===== src/rtl/and3_result_fifo_if.sv =====
// Capture/drain bus of the AND3 result FIFO: strobed source side, valid/ready sink side,
// plus status. The master drives the inputs; the FIFO attaches to the slave view.
interface and3_result_fifo_if #(
    parameter int DEPTH = 4,
    parameter int CNT_W = 16
);
    logic [5:0]               in_data;
    logic                     in_strobe;
    logic                     clr;
    logic                     out_valid;
    logic                     out_ready;
    logic [5:0]               out_data;
    logic [2:0]               out_ones;
    logic [$clog2(DEPTH):0]   level;
    logic [CNT_W-1:0]         accept_cnt;
    logic                     overflow;

    modport master (
        output in_data, in_strobe, clr, out_ready,
        input  out_valid, out_data, out_ones, level, accept_cnt, overflow
    );

    modport slave (
        input  in_data, in_strobe, clr, out_ready,
        output out_valid, out_data, out_ones, level, accept_cnt, overflow
    );
endinterface


===== src/rtl/and3_result_fifo.sv =====
// Strobe-sampled FIFO for the 6-bit simple_and_3 result. Drops on full with a sticky flag,
// counts accepted entries (saturating) and annotates the head entry with its popcount.
module and3_result_fifo #(
    parameter int DEPTH = 4,
    parameter int CNT_W = 16
) (
    input  logic              clk,
    input  logic              rst_n,
    and3_result_fifo_if.slave bus
);
    localparam int AW = (DEPTH > 1) ? $clog2(DEPTH) : 1;
    localparam int LW = $clog2(DEPTH) + 1;

    logic [5:0]       mem [DEPTH];
    logic [AW-1:0]    wp, rp;
    logic [LW-1:0]    level_q, level_nxt;
    logic             valid_q;
    logic [CNT_W-1:0] cnt_q;
    logic             ovf_q;
    logic             full, push, drop, pop;

    // Fullness uses the pre-edge level, so a pop never frees room for a same-cycle strobe.
    assign full = (level_q == LW'(DEPTH));
    assign push = bus.in_strobe && !full;
    assign drop = bus.in_strobe && full;
    assign pop  = valid_q && bus.out_ready;

    always_comb begin
        level_nxt = level_q;
        if (push && !pop)      level_nxt = level_q + 1'b1;
        else if (pop && !push) level_nxt = level_q - 1'b1;
    end

    always_ff @(posedge clk or negedge rst_n) begin
        if (!rst_n) begin
            for (int i = 0; i < DEPTH; i++) mem[i] <= '0;
            wp      <= '0;
            rp      <= '0;
            level_q <= '0;
            valid_q <= 1'b0;
        end else begin
            if (push) begin
                mem[wp] <= bus.in_data;
                wp      <= wp + 1'b1;
            end
            if (pop) rp <= rp + 1'b1;
            level_q <= level_nxt;
            valid_q <= (level_nxt != '0);
        end
    end

    // clr loses to a same-cycle push (count restarts at 1) and to a same-cycle drop.
    always_ff @(posedge clk or negedge rst_n) begin
        if (!rst_n) begin
            cnt_q <= '0;
            ovf_q <= 1'b0;
        end else begin
            if (bus.clr)                  cnt_q <= push ? CNT_W'(1) : '0;
            else if (push && cnt_q != '1) cnt_q <= cnt_q + 1'b1;

            if (drop)         ovf_q <= 1'b1;
            else if (bus.clr) ovf_q <= 1'b0;
        end
    end

    always_comb begin
        bus.out_ones = '0;
        for (int i = 0; i < 6; i++) bus.out_ones = bus.out_ones + 3'(bus.out_data[i]);
    end

    assign bus.out_data   = mem[rp];
    assign bus.out_valid  = valid_q;
    assign bus.level      = level_q;
    assign bus.accept_cnt = cnt_q;
    assign bus.overflow   = ovf_q;
endmodule


===== src/flat_wrapper.sv =====
// flat-port wrapper written by rule: the top's interface ports become plain ports
module and3_result_fifo_flat 
#(
    parameter int DEPTH = 4,
    parameter int CNT_W = 16
)
  (clk, rst_n, bus_in_data, bus_in_strobe, bus_clr, bus_out_ready, bus_out_valid, bus_out_data, bus_out_ones, bus_level, bus_accept_cnt, bus_overflow);
  and3_result_fifo_if #(.DEPTH(DEPTH), .CNT_W(CNT_W)) bus_i ();
  input  logic clk;
  input  logic rst_n;
  input wire logic [$bits(bus_i.in_data)-1:0] bus_in_data;
  input wire logic [$bits(bus_i.in_strobe)-1:0] bus_in_strobe;
  input wire logic [$bits(bus_i.clr)-1:0] bus_clr;
  input wire logic [$bits(bus_i.out_ready)-1:0] bus_out_ready;
  output wire logic [$bits(bus_i.out_valid)-1:0] bus_out_valid;
  output wire logic [$bits(bus_i.out_data)-1:0] bus_out_data;
  output wire logic [$bits(bus_i.out_ones)-1:0] bus_out_ones;
  output wire logic [$bits(bus_i.level)-1:0] bus_level;
  output wire logic [$bits(bus_i.accept_cnt)-1:0] bus_accept_cnt;
  output wire logic [$bits(bus_i.overflow)-1:0] bus_overflow;
  assign bus_i.in_data = bus_in_data;
  assign bus_i.in_strobe = bus_in_strobe;
  assign bus_i.clr = bus_clr;
  assign bus_i.out_ready = bus_out_ready;
  assign bus_out_valid = bus_i.out_valid;
  assign bus_out_data = bus_i.out_data;
  assign bus_out_ones = bus_i.out_ones;
  assign bus_level = bus_i.level;
  assign bus_accept_cnt = bus_i.accept_cnt;
  assign bus_overflow = bus_i.overflow;
  and3_result_fifo #(.DEPTH(DEPTH), .CNT_W(CNT_W)) u_core (.clk(clk), .rst_n(rst_n), .bus(bus_i));
endmodule

===== config.mk =====
export PLATFORM = sky130hd
export DESIGN_NAME = and3_result_fifo_flat
export DESIGN_NICKNAME = d
export VERILOG_FILES = /design/src/rtl/and3_result_fifo_if.sv /design/src/rtl/and3_result_fifo.sv /design/src/flat_wrapper.sv
export SDC_FILE = /design/constraint.sdc
export NUM_CORES = 1
export LEC_CHECK = 0
export ABC_AREA = 1
export BUFFER_PORTS_ARGS = -buffer_cell sky130_fd_sc_hd__buf_2
export CORE_ASPECT_RATIO = 0.7
export CORE_MARGIN = 4
export CORE_UTILIZATION = 50
export CTS_CLUSTER_DIAMETER = 60
export DETAILED_ROUTE_END_ITERATION = 10
export PLACE_DENSITY = 0.74
export SLEW_MARGIN = 40
export SYNTH_ARGS = -nofsm -noshare
export SYNTH_HDL_FRONTEND = slang
export SYNTH_SLANG_ARGS = --single-unit

===== constraint.sdc =====
create_clock -name clk -period 8.2 [get_ports clk]
set_input_delay 1.64 -clock clk [delete_from_list [all_inputs] [get_ports clk]]
set_output_delay 1.64 -clock clk [all_outputs]
set_load 0.01 [all_outputs]

==> impl_metrics.toml, run 1 <==
[outcome]
outcome = "finished, final reports clean"

[sta]
rsz0062_at_grt = "false"
period_share = 0.606
finalHoldViolations = 0
fin_crit_ns = 4.97
tightest_slew_ns = 0.603
fin_tns_setup_ns = 0
report.final.setup_viol = 0
final_max_slew_viol_count = 0
slew_headroom = 0.598
max_freq_mhz = 201
fin_skew_ns = 0.0102

[clock_network]
cts_resized = 0
path_clk_slew_ns = 0.09
postCtsSetupBuffers = 0
cts_tree = "built"
cts_buffer_depth = 2
h-tree-depth = 2
cts_made_buffers = 5
ctsHoldBuffers = 0
root_buffer = "clkbuf_8"
clkLatencyLatePin_ns = 0.30
clock_sink_count = 49

[min_path]
min_path_cells = 2
hold_path_class = "reg2reg"
whs_endpoint = "u_core.mem[7]"
min_from = "u_core.mem[7]"

[route]
via_per_inst = 5.12
drcViolationCount = 0
m1WireLength_mm = 3.17
drt_first_pass_iters = 4
detail-route-antenna-nets = 0
wl_met3_um = 365
routed.top_layer = "met4"
drtIter0Drc = 215
wl_mm = 6.00
vias = 2290
avgRoutedWirePerCell_um = 13.4
wl_met2_mm = 2.42

[critical_path]
worstSetupPathType = "reg2out"
r2r-start = "u_core.bus.accept_cnt[0]"
startpoint = "u_core.rp[0]"
cp-start-kind = "flop"
critical_path_required_ns = 6.56
r2r_end = "u_core.bus.accept_cnt[14]"
r2r_setup_slack_ns = 6.28
r2r_cells = 9
cp.arrival_ns = 3.33
end_kind = "output pin"
cp_max_fo = 14

[finish]
diodes = 0
drive_gt1_frac = 0.153
fin_nets = 400
synthToLayoutAreaGrowth_pct = 13.5
stdcell_count = 447

[logic_synthesis]
synth_warnings = 0
synth_seq_area_share = 0.460
synthTopCellsByArea = "dfrtp_1, nand2_1, o21ai_0"
yosysTopAreaCellShare = 0.460
synth_area_per_cell_um2 = 7.87
syn-num-nets = 362
syn_inst = 339
syn-cell-area_mm2 = 0.00267
synth_cell_types = 23
synth_largest_area_cell = "dfrtp_1"
synth-seq-cells = 49

[floorplan]
start_util = 0.537
fp.dieH_um = 69.1
core_area_mm2 = 0.00497
dieArea_mm2 = 0.00658
rows = 21
pin_count = 41
die_w_um = 95.3

[global_routing]
grt_start_max_net_pins = 50
grt_pass1_vias = 2058
antenna_found_initial = 0
grt_usage = 0.195
grt_pass1_wl_mm = 10.3
grt_overflow = 0

[pwr]
power_density_mw_per_mm2 = 352
ir_worst_vdd_uv = 184
leakage_uw = 0.00159

[placed_design]
port_buffers = 40
place_inst = 439
gp_congestion = 0.881
dp_hpwl_mm = 4.43

[job]
drv_cap = 0
==> Yosys cell counts <==
cell      count
a21oi_1       1
a32o_1        1
buf_6         2
clkbuf_1      7
clkinv_1      1
dfrtp_1      49
fa_1          3
ha_1          9
inv_1        34
nand2_1      99
nand2_2       3
nand2_4       1
nand3_1      18
nand4_1       9
nor2_1       37
nor2_2        2
nor2_4        4
nor3_1        1
o211ai_1      1
o21ai_0      41
o21ai_1       4
o22ai_1       6
xor2_1        6
==> stage by stage <==
stage,hold slack [ns],power [uW],instance area (um2),util,setup slack (ns)
finish,0.491,1070,3030,0.609,3.23
global route,0.536,1170,3030,0.609,2.97
CTS,0.492,1080,3030,0.609,3.22
detailed placement,0.469,895,2910,0.585,3.55
global placement,0.471,872,2900,0.585,3.71
floorplan,0.448,737,2670,-,3.74
==> how the worst max path moves through the flow <==
stage / cells after the start / end / slack (ns)
after floorplan: 8 / bus_out_ones[1] / 3.74
after global placement: 8 / bus_out_ones[1] / 3.71
after detailed placement: 8 / bus_out_ones[1] / 3.55
after CTS: 8 / bus_out_ones[1] / 3.22
after global routing: 8 / bus_out_ones[1] / 2.97
final: 8 / bus_out_ones[1] / 3.23
==> power by group <==
group	total [uW]	switching (uW)	internal, uW
logic	496	298	198
registers	389	69.1	320
clock network	180	80.8	99.2
==> critical path, cell delays in order, from the launching register on <==
cell     delay, ns
dfrtp_1       0.57
inv_1         0.27
o21ai_0       0.24
o22ai_1       0.12
ha_1          0.32
fa_1          0.49
fa_1          0.41
fa_1          0.48
buf_2         0.12
==> layout make-up <==
class	instances	area [um2]
clock buffer	6	82.6
sequential	49	1230
multi-input combinational	246	1260
timing repair buffer	40	203
fill	446	1940
clock inverter	2	37.5
tap	69	86.3
inverter	35	131
==> sequential cells by signal (all words and copies together), names as in the netlist <==
signal and flops:
u_core.bus.accept_cnt 16, u_core.rp 2, u_core.bus.out_valid 1, u_core.wp 2
u_core.bus.overflow 1, u_core.mem 24, u_core.bus.level 3
==> kinds of logic (layout without fill, tap and decap cells) <==
| family | count (synthesis) | count (layout) | synth area share |
|---|---|---|---|
| fa+ha+maj | 12 | 12 | 0.0648 |
| flops | 49 | 49 | 0.460 |
| compound gates | 54 | 54 | 0.107 |
| simple gates | 174 | 174 | 0.281 |
| xor+xnor | 6 | 6 | 0.0197 |
| buf+inv | 44 | 83 | 0.0676 |
==> per-layer routing <==
layer / track usage / vias up
met5: 0 / -
met4: 0.0320 / 0
met3: 0.0457 / 4
met2: 0.251 / 61
met1: 0.327 / 1056
li1: - / 1169
==> cells in the final DEF (no fill, tap or decap) <==
cell        synthesis  layout
nor2_1             37      37
nor2_2              2       2
nand2_2             3       3
buf_4               0       1
o21ai_1             4       4
o22ai_1             6       6
nand3_1            18      18
nand4_1             9       9
buf_2               0      39
nor2_4              4       4
nor3_1              1       1
clkinvlp_4          0       1
o211ai_1            1       1
inv_1              34      34
ha_1                9       9
bufinv_16           0       1
xor2_1              6       6
a21oi_1             1       1
fa_1                3       3
nand2_1            99      99
nand2_4             1       1
dfrtp_1            49      49
clkbuf_8            0       6
a32o_1              1       1
clkinv_1            1       1
o21ai_0            41      41
Note: power is estimated with default switching activity, not from simulation.
==> run 2: changes to the inputs <==
--- a/config.mk
+++ b/config.mk
@@ -12,7 +12,7 @@
 export CORE_UTILIZATION = 50
 export CTS_CLUSTER_DIAMETER = 60
 export DETAILED_ROUTE_END_ITERATION = 10
-export PLACE_DENSITY = 0.74
+export PLACE_DENSITY = 0.76
 export SLEW_MARGIN = 40
 export SYNTH_ARGS = -nofsm -noshare
 export SYNTH_HDL_FRONTEND = slang
==> constraint.sdc (replaced) <==
create_clock -name clk -period 4.05 [get_ports clk]
set_input_delay 0.81 -clock clk [delete_from_list [all_inputs] [get_ports clk]]
set_output_delay 0.81 -clock clk [all_outputs]
set_load 0.01 [all_outputs]
==> impl_metrics.toml, run 2 (synthesis gave the netlist of run 1 again) <==
[outcome]
outcome = "finished, final reports clean"

[job]
drv_cap = 0

[finish]
final_cell_area_mm2 = 0.00304
layout_commonest_cell = "nand2_1"
final_cell_mix = "nand2_1, dfrtp_1, o21ai_0"
diodes = 0
largest_reg_flops = 24
largest_register = "u_core.mem"
n_fill_cell = 449
fin_nets = 406
synthToLayoutAreaGrowth_pct = 14.0
drive_gt1_frac = 0.167

[min_path]
hold_path_class = "in2async"

[clock_network]
cts_buffer_depth = 2
cts_tree = "built"
path_clk_slew_ns = 0.09
clock_sink_count = 49
cts_made_buffers = 5
ctsHoldBuffers = 0
h-tree-depth = 2
root_buffer = "clkbuf_8"
clkLatencyLatePin_ns = 0.30

[sta]
fin_crit_ns = 3.91
finalHoldViolations = 0
setup_slack_ns = 0.142
hold_ws_ns = 0.415
period_share = 0.965
final_max_slew_viol_count = 0
slew_headroom = 0.592
fin_skew_ns = 0.00658
tightest_slew_ns = 0.612
max_freq_mhz = 256
report.final.setup_viol = 0

[critical_path]
worstSetupPathType = "reg2out"
startpoint = "u_core.rp[1]"
cp_max_fo = 8
end_kind = "output pin"
cp-start-kind = "flop"
r2r-start = "u_core.bus.accept_cnt[0]"
cp.arrival_ns = 3.10
critical_path_required_ns = 3.24

[global_routing]
grt_pass1_vias = 2236
grt_usage = 0.202
grt_overflow = 0
grt_start_max_net_pins = 34
grt_pass1_wl_mm = 10.7
antenna_found_initial = 0

[route]
wl_mm = 6.26
drcViolationCount = 0
avgRoutedWirePerCell_um = 13.8
vias = 2350
drtIter0Drc = 208
drt_first_pass_iters = 6
detail-route-antenna-nets = 0
via_per_inst = 5.19

[pwr]
p_total_uw = 2150
power_density_mw_per_mm2 = 706
leakage_uw = 0.00159
ir_worst_vdd_uv = 370

[floorplan]
rows = 21
start_util = 0.537
pin_count = 41
fp.dieH_um = 69.1
core_area_mm2 = 0.00497
die_w_um = 95.3
dieArea_mm2 = 0.00658

[placed_design]
gp_congestion = 0.905
port_buffers = 40
place_worst_setup_slack_ns = 0.461
postPlaceCellArea_mm2 = 0.00292
dp_hpwl_mm = 4.59
[run 2: what timing repair did]
| item | in CTS | in global routing |
|---|---|---|
| resized for setup | 0 | 1 |
| setup endpoints to repair | 0 | 1 |
| buffers inserted | 0 | 4 |
[run 2: per-stage QoR]
step                      std cells  TNS [ns]  utilization
after floorplan                 339         0            -
after global placement          441         0        0.588
after detailed placement        441         0        0.588
after CTS                       449         0        0.605
after global routing            453  -0.00468        0.612
final                           453         0        0.612
[run 2: cell type report]
cell class | count | area (um2) | share of cell area
Inverter | 35 | 135 | 0.0444
Tap cell | 69 | 86.3 | 0.0284
Clock buffer | 6 | 72.6 | 0.0239
Sequential cell | 49 | 1230 | 0.403
Clock inverter | 2 | 15.0 | 0.00494
Timing Repair Buffer | 46 | 245 | 0.0807
Multi-Input combinational cell | 246 | 1260 | 0.414
[run 2: path summary, 6_finish.rpt]
| kind | slack [ns] | depth (start not counted) | endpoint |
|---|---|---|---|
| setup / recovery | 0.14 | 8 | bus_out_ones[1] |
| hold / removal | 0.42 | 1 | u_core.bus.accept_cnt[9] |
| setup reg to reg | 2.14 | 9 | u_core.bus.accept_cnt[12] |
| hold reg to reg | 0.50 | 2 | u_core.mem[13] |
| max in group asynchronous | 2.90 | 2 | u_core.wp[0] |
| min in group clk | 0.50 | 2 | u_core.mem[13] |
[run 2: worst max-delay path, cell delays in order (launching register included)]
cell,delay [ns]
dfrtp_1,0.48
inv_1,0.20
o21ai_0,0.12
o22ai_1,0.19
ha_1,0.29
fa_1,0.48
fa_1,0.43
fa_1,0.49
buf_2,0.13
[run 2: layer usage]
metal | track usage | part of all wire | up-vias
li1 | - | - | 1174
met1 | 0.322 | 0.51 | 1095
met2 | 0.285 | 0.42 | 77
met3 | 0.0446 | 0.066 | 4
met4 | 0.0304 | 0.0046 | 0
met5 | 0 | 0 | -
[run 2: power breakdown]
group          internal, uW  switching, uW
Clock                   122            160
Combinational           443            646
Sequential              649            126
